==> src/rtl/cache_fill_fsm.sv <==
// Cache miss fill engine: fetches one 8-word block from pipelined memory, streams it into the data array, then commits the tag.
// Optional critical-word-first ordering is enabled by defining CACHE_FILL_CRIT_WORD_FIRST_EN.
module cache_fill_fsm #(
  parameter int WORDS_PER_BLOCK = 8
) (
  input  logic        clk,
  input  logic        rst,
  input  logic        miss_detected,
  input  logic [15:0] miss_address,
  input  logic        memory_data_valid,
  input  logic [15:0] memory_data,
  output logic        fsm_busy,
  output logic        mem_read_en,
  output logic [15:0] memory_address,
  output logic        write_data_array,
  output logic [2:0]  word_index,
  output logic [15:0] fill_data,
  output logic        write_tag_array
);

  localparam logic [3:0] NWORDS = 4'(WORDS_PER_BLOCK);

  typedef enum logic [1:0] {IDLE, FILL, DONE} state_t;

  state_t      state;
  logic [3:0]  issue_cnt;
  logic [3:0]  recv_cnt;
  logic [11:0] base_hi;
  logic [2:0]  start;
  logic [2:0]  miss_start;
  logic [2:0]  next_word;
  logic        accept;
  logic        unused_addr_bits;

  // Starting word within the block: the missed word, or word 0 for sequential fills
`ifdef CACHE_FILL_CRIT_WORD_FIRST_EN
  assign miss_start = miss_address[3:1];

  always_ff @(posedge clk or negedge rst) begin
    if (!rst)
      start <= 3'd0;
    else if (state == IDLE && miss_detected)
      start <= miss_start;
  end
`else
  assign miss_start = 3'd0;
  assign start      = 3'd0;
`endif

  assign unused_addr_bits = ^miss_address[3:0];

  assign next_word        = start + issue_cnt[2:0] + 3'd1;
  assign accept           = (state == FILL) && memory_data_valid && (recv_cnt < NWORDS);
  assign write_data_array = accept;
  assign word_index       = accept ? (start + recv_cnt[2:0]) : 3'd0;
  assign fill_data        = accept ? memory_data : 16'd0;

  // Request outputs are registered one step ahead so each cycle presents the word issue_cnt names
  always_ff @(posedge clk or negedge rst) begin
    if (!rst) begin
      state           <= IDLE;
      issue_cnt       <= 4'd0;
      recv_cnt        <= 4'd0;
      base_hi         <= 12'd0;
      fsm_busy        <= 1'b0;
      mem_read_en     <= 1'b0;
      memory_address  <= 16'd0;
      write_tag_array <= 1'b0;
    end else begin
      case (state)
        IDLE: begin
          if (miss_detected) begin
            state          <= FILL;
            base_hi        <= miss_address[15:4];
            issue_cnt      <= 4'd0;
            recv_cnt       <= 4'd0;
            fsm_busy       <= 1'b1;
            mem_read_en    <= 1'b1;
            memory_address <= {miss_address[15:4], miss_start, 1'b0};
          end
        end
        FILL: begin
          if (issue_cnt < NWORDS) begin
            issue_cnt <= issue_cnt + 4'd1;
            if (issue_cnt < NWORDS - 4'd1)
              memory_address <= {base_hi, next_word, 1'b0};
            else
              mem_read_en <= 1'b0;
          end
          if (accept) begin
            recv_cnt <= recv_cnt + 4'd1;
            if (recv_cnt == NWORDS - 4'd1) begin
              state           <= DONE;
              write_tag_array <= 1'b1;
              mem_read_en     <= 1'b0;
            end
          end
        end
        DONE: begin
          state           <= IDLE;
          fsm_busy        <= 1'b0;
          write_tag_array <= 1'b0;
        end
        default: state <= IDLE;
      endcase
    end
  end

endmodule

==> config.mk <==
export PLATFORM = sky130hd
export DESIGN_NAME = cache_fill_fsm
export DESIGN_NICKNAME = d
export VERILOG_FILES = /design/src/rtl/cache_fill_fsm.sv
export SDC_FILE = /design/constraint.sdc
export NUM_CORES = 1
export LEC_CHECK = 0
export BUFFER_PORTS_ARGS = -buffer_cell sky130_fd_sc_hd__buf_2
export CORE_MARGIN = 1.5
export CORE_UTILIZATION = 44
export CTS_CLUSTER_SIZE = 12
export DETAILED_ROUTE_END_ITERATION = 10
export HOLD_SLACK_MARGIN = 0.08
export PLACE_DENSITY_LB_ADDON = 0.12
export SYNTH_ARGS = -nofsm -noshare
export SYNTH_HDL_FRONTEND = slang
export SYNTH_SLANG_ARGS = --single-unit
==> constraint.sdc <==
create_clock -name clk -period 1.5 [get_ports clk]
set_input_delay 0.15 -clock clk [delete_from_list [all_inputs] [get_ports clk]]
set_output_delay 0.15 -clock clk [all_outputs]
set_load 0.05 [all_outputs]
==> run_results.csv, run 1 <==
group,metric,value,unit
timing,rsz0062_at_grt,"true",
pwr,power_leakage,0.001572,uW
synthesis,synth_cell_types,34,
die,die_width,69.76,microns
detailed_routing,vias,1668,
grt,met3_usage,4.797,%
pwr,power.total,6717,uW
die,fp.dieH,69.76,microns
placement,gp_congestion,0.7975,
hold_path,hold-path-endpoint,"fsm_busy",
timing,min_period_over_period,105.7,%
synthesis,synthArstFlopShare,100.0,%
grt,first_global_vias,1756,
pwr,power_density,2208,nW/um^2
critical_path,cp_slowest_cell,"and4bb_4",
hold_path,whs_path_depth,3,
timing,finalWorstSetupSlack,-86.18,ps
critical_path,reg2reg_from,"issue_cnt[1]",
placement,placed_cells,332,
critical_path,r2r_end,"memory_address[4]",
pwr,p_seq_share,27.4,%
timing,finalCriticalPeriod,1586,ps
detailed_routing,drc_errors,0,
clock_tree,cts.sinks,40,
clock_tree,clk_root_buffer_cell,"clkbuf_8",
layout,drive_gt1_share,46.89,%
synthesis,synth_area_leaders,"dfrtp_1 (51%), nand2_1 (15%), mux2_4 (6.9%)",
clock_tree,clk_pin_slew,70,ps
detailed_routing,viasPerCell,4.672,
critical_path,arrival,1440,ps
grt,grt_pass1_wl,8162,microns
critical_path,worstPathRequired,1350,ps
grt,use_met2,35.15,%
job,cap_violations,0,
critical_path,crit_fanout,8,
clock_tree,htreeDepth,2,
placement,placed_cell_area,2514,sq um
critical_path,path_delay_family,"simple AND/OR/NAND/NOR gates",
detailed_routing,drt_wl_total,4782,microns
synthesis,yosysWarnings,0,
hold_path,holdCritStartpoint,"miss_detected",
die,start_util,45.34,%
synthesis,synth_ff_type,"dfrtp_1",
synthesis,avgSynthCellArea,9.706,sq um
critical_path,worstRegToRegCells,6,
grt,grtUsageMet1,28.18,%
layout,area_delta_synth_final,55.14,%
grt,busiest_layer,"met2",
critical_path,critPathKind,"reg -> out",
clock_tree,cts_tree,"built",
layout,finalNonFillerCells,357,
critical_path,cp-end-kind,"output port",
critical_path,cp-start-kind,"flop",
timing,max_freq,630.4,MHz
critical_path,r2r_setup_slack,-40,ps
pwr,p_sw,2998,uW
layout,num_antenna_cells,0,
synthesis,synth_seq_cells,40,
synthesis,synth_nets,240,
clock_tree,cts_made_buffers,5,
detailed_routing,firstDrtPassIters,4,
timing,hold_viol,0,
synthesis,synth_top_area_share,51.05,%
layout,fin_area,3042,sq um
timing,max_slew_margin,65.75,%
die,die-area,4866,sq um
placement,portBuffers,69,
grt,grt_use_total,21.25,%
die,io_pins,75,
status,violations,"negative setup slack",
grt,grt_max_degree,24,
detailed_routing,drtIter0Drc,62,
critical_path,slowest_delay,420,ps
timing,setup_viol,32,
synthesis,ys_seq_area_share,51.05,%
detailed_routing,detail_route.wl_per_cell,13.39,microns
die,core-area,4324,sq um
grt,antenna_found_initial,0,
layout,final_net_count,342,
critical_path,path_buf_inv,1,
critical_path,cp_cell_sequence,"and4bb_4 > and2_4 > buf_8",
synthesis,syn_area,1961,sq um
pwr,vdd_drop_max,0.001210,V
placement,hpwl,3088,microns
synthesis,synth_cells,202,
detailed_routing,drt.antenna.violating_nets,0,
synthesis,yosysTopAreaCell,"dfrtp_1",
die,fp-row-count,24,
timing,fin_worst_skew,4.280,ps
timing,slew_viol_final,0,
clock_tree,clock_path_buffers,2,
pwr,power.internal,3719,uW
timing,tightest_slew,513.8,ps
status,status,"finished, violations left",
hold_path,hold_path_class,"in -> reg",
clock_tree,clock_latency,290,ps
layout,final_util,70.34,%
pwr,p_comb_share,59.8,%
pwr,swShare,44.63,%
pwr,clkPwrFrac,12.8,%
grt,grt_overflow_total,0,
synthesis,synth_edf_count,0,
## worst min-delay path: cells and delay by family
| family | cells | cell delay [ps] |
|---|---|---|
| compound gates | 1 | 90 |
| simple gates | 1 | 140 |
| buf+inv | 1 | 110 |
## how the worst max path moves through the flow
stage / from / depth (start not counted) / slack, ps / end
CTS: issue_cnt[1] / 6 / -80 / memory_address[4]
floorplan: issue_cnt[0] / 6 / -90 / memory_address[10]
detailed placement: issue_cnt[1] / 6 / -60 / memory_address[15]
global placement: issue_cnt[1] / 6 / -40 / memory_address[15]
global route: state[1] / 3 / -130 / fill_data[4]
finish: state[1] / 3 / -90 / fill_data[14]
## cells by family (layout without fill, tap and decap cells)
logic type      after synthesis  in the layout  share of synthesized area, %
simple gates                116            118                         27.51
other cells                   1              1                        0.1913
xor+xnor                      1              1                        0.4468
compound gates               16             16                         5.744
flops                        40             40                         51.05
buf+inv                      11            112                         3.510
fa+ha+maj                     2              2                         1.276
mux                          15             15                         10.27
## routing by layer
| layer | part of all wire, % | up-vias |
|---|---|---|
| met2 | 50 | 25 |
| met5 | 0 | - |
| met1 | 46 | 777 |
| li1 | - | 858 |
| met4 | 1.5 | 0 |
| met3 | 2.7 | 8 |
## power groups by stage
stage	logic, uW	clock network [uW]	registers (uW)
finish	4020	858	1840
global route	4300	920	1910
CTS	3930	882	1830
detailed placement	3480	0	1830
global placement	3450	0	1830
floorplan	1880	0	2570
## flip-flops by register name, indices dropped and copies added, names as in the netlist
register         flops
issue_cnt            4
state                2
write_tag_array      1
memory_address      15
mem_read_en          1
base_hi             12
recv_cnt             4
fsm_busy             1
## placed cells by master, fill, tap and decap left out, drive strengths merged, types with 2 or more instances in the layout
cell,netlist,final
and4bb,1,3
nor2,8,8
dlygate4sd3,0,13
o21ai,5,5
nor2b,2,2
a31oi,3,3
buf,10,90
nor3b,2,2
mux2,14,14
nand2b,3,3
nand2,77,77
a21oi,3,3
and2,20,20
dfrtp,40,40
ha,2,2
clkbuf,0,6
## area by class of cell
cell class / count / area, sq um
Clock buffer: 6 / 72.57
Clock inverter: 2 / 35.03
Fill cell: 330 / 1282
Inverter: 1 / 3.754
Multi-Input combinational cell: 153 / 1012
Sequential cell: 40 / 1002
Tap cell: 52 / 65.06
Timing Repair Buffer: 103 / 850.8
## metrics by stage
stage	TNS (ps)	setup slack [ps]	hold slack, ps
after floorplan	-789.7	-87.74	-145.6
after global placement	-213.4	-40.02	151.7
after detailed placement	-502.7	-63.83	146.9
after CTS	-1525	-75.64	234.3
after global routing	-3189	-128.6	288.8
final	-1551	-86.18	241.0
## cells in the mapped netlist, types with 2 or more instances
| cell type | n |
|---|---|
| nand2_1 | 77 |
| a21oi_1 | 2 |
| mux2_4 | 9 |
| buf_2 | 7 |
| mux2_2 | 5 |
| a31oi_1 | 3 |
| ha_1 | 2 |
| o21ai_0 | 4 |
| dfrtp_1 | 40 |
| nor2_1 | 7 |
| nand2b_1 | 3 |
| buf_6 | 2 |
| and2_1 | 20 |
## repair_timing
action / in CTS / in global routing
endpoints found under the hold margin: 33 / 0
setup buffers: 2 / 0
hold buffers: 13 / 0
setup endpoints to repair: 33 / 50
pin swaps: 19 / 7
gates cloned: 2 / 0
gates resized for setup: 69 / 10
(Power assumes the default switching activity.)
==> inputs of run 2 (changes only) <==
==> constraint.sdc (replaced) <==
create_clock -name clk -period 1.5 [get_ports clk]
set_input_delay 0.225 -clock clk [delete_from_list [all_inputs] [get_ports clk]]
set_output_delay 0.225 -clock clk [all_outputs]
set_load 0.05 [all_outputs]
==> run_results.csv, run 2 (synthesis results as in run 1) <==
group,metric,value,unit
status,status,"finished, violations left",
status,violations,"negative setup slack",
die,fp.dieH,69.76,microns
detailed_routing,drt.antenna.violating_nets,0,
grt,busiest_layer,"met2",
clock_tree,cts.sinks,40,
clock_tree,cts_made_buffers,5,
critical_path,cp_cell_sequence,"and4bb_4 > and2_4 > buf_8",
critical_path,slowest_delay,440,ps
detailed_routing,vias,1724,
layout,finalNonFillerCells,353,
timing,finalWorstSetupSlack,-239.3,ps
layout,top_register,"memory_address",
clock_tree,clk_pin_slew,90,ps
placement,placed_cells,336,
critical_path,worstPathRequired,1270,ps
critical_path,crit_fanout,6,
placement,portBuffers,69,
grt,grt_max_degree,41,
grt,grtUsageMet1,29.53,%
pwr,p_comb_share,60.2,%
timing,rsz0062_at_grt,"true",
grt,met3_usage,5.814,%
layout,area_delta_synth_final,53.86,%
die,start_util,45.34,%
timing,tightest_slew,510.9,ps
pwr,power_leakage,0.001565,uW
critical_path,cp_slowest_cell,"dfrtp_1",
critical_path,critPathKind,"reg -> out",
layout,mostFrequentLayoutCell,"nand2_1",
pwr,p_seq_share,26.6,%
timing,min_period_over_period,116.0,%
critical_path,cp-start-kind,"flop",
layout,drive_gt1_share,50.83,%
clock_tree,clock_path_buffers,2,
die,die-area,4866,sq um
timing,finalCriticalPeriod,1739,ps
pwr,vdd_drop_max,0.001270,V
pwr,p_sw,3139,uW
detailed_routing,drtIter0Drc,66,
clock_tree,clock_latency,300,ps
job,cap_violations,0,
placement,hpwl,3093,microns
timing,slew_viol_final,0,
pwr,clkPwrFrac,13.2,%
grt,antenna_found_initial,0,
timing,hold_viol,0,
die,fp-row-count,24,
clock_tree,clk_root_buffer_cell,"clkbuf_8",
pwr,power.internal,3833,uW
critical_path,cp-end-kind,"output port",
grt,grt_use_total,22.67,%
timing,fin_worst_skew,10.13,ps
grt,grt_overflow_total,0,
clock_tree,htreeDepth,2,
detailed_routing,drc_errors,0,
detailed_routing,detail_route.wl_per_cell,14.58,microns
die,die_width,69.76,microns
clock_tree,cts_tree,"built",
die,io_pins,75,
grt,grt_pass1_wl,8659,microns
critical_path,arrival,1510,ps
placement,gp_congestion,0.7279,
die,core-area,4324,sq um
layout,final_net_count,338,
hold_path,hold_path_class,"in -> reg",
pwr,power.total,6971,uW
pwr,swShare,45.02,%
timing,setup_viol,34,
grt,first_global_vias,1847,
layout,largest_register_ffs,15,
layout,final_cell_mix,"nand2_1 (76), buf_2 (49), dfrtp_1 (39)",
layout,reg_top3,"memory_address (15), base_hi (12)",
detailed_routing,firstDrtPassIters,4,
pwr,power_density,2311,nW/um^2
detailed_routing,viasPerCell,4.884,
timing,max_slew_margin,65.94,%
timing,max_freq,574.9,MHz
grt,use_met2,37.29,%
layout,num_antenna_cells,0,
detailed_routing,drt_wl_total,5148,microns
run 2: critical path, delay by kind of cell (launching register included):
family                 cells  cell delay [ps]
DFF                        1              440
buffers and inverters      1              140
and+or+nand+nor            2              620
run 2: area by class of cell:
type | instances | area (sq um)
multi-input combinational | 154 | 1030
clock inverter | 3 | 46.29
clock buffer | 5 | 68.82
sequential | 40 | 1002
inverter | 1 | 3.754
fill | 341 | 1308
timing repair buffer | 98 | 800.8
tap | 52 | 65.06
run 2: path summary, 6_finish.rpt:
check / start / to / slack, ps / cells after the start
worst min-delay path: miss_address[5] / base_hi[1] / 120 / 3
worst max-delay path: recv_cnt[3] / word_index[2] / -240 / 3
worst max register to register: issue_cnt[1] / memory_address[8] / -70 / 6
worst min register to register: base_hi[11] / base_hi[11] / 480 / 2
max in group asynchronous: rst / state[0] / 610 / 3
min in group asynchronous: rst / memory_address[1] / 510 / 3
run 2: through the flow:
stage	setup TNS (ps)	hold WS (ps)	worst slack [ps]	cell area, sq um	util (%)
global route	-5860	130.2	-260.8	3017	69.76
detailed placement	-933.2	315.6	-68.21	2542	58.80
global placement	-393.3	321.7	-45.42	2542	58.80
floorplan	-789.7	-70.59	-87.74	2022	-
CTS	-3382	118.4	-168.0	2957	68.37
finish	-4365	124.2	-239.3	3017	69.76
run 2: power groups by stage:
stage          Combinational [uW]  Clock [uW]  Sequential (uW)
2_1_floorplan                1940           0             2570
3_3_place_gp                 3540           0             1820
3_5_place_dp                 3570           0             1830
4_1_cts                      4090         938             1830
5_1_grt                      4490         969             1910
6_report                     4200         923             1850
run 2: what timing repair did:
action                     4_1_cts  5_1_grt
gates resized for setup         72        8
cloned                           3        0
setup buffers                    3        3
hold buffers                     1        0
setup endpoints to repair       36       47
pin swaps                       20        7
hold endpoints to repair        40        0
run 2: per-layer routing:
metal	vias to the layer above	share of wire, %
li1	853	-
met4	0	1.5
met5	-	0
met1	812	46
met3	7	4.5
met2	52	48
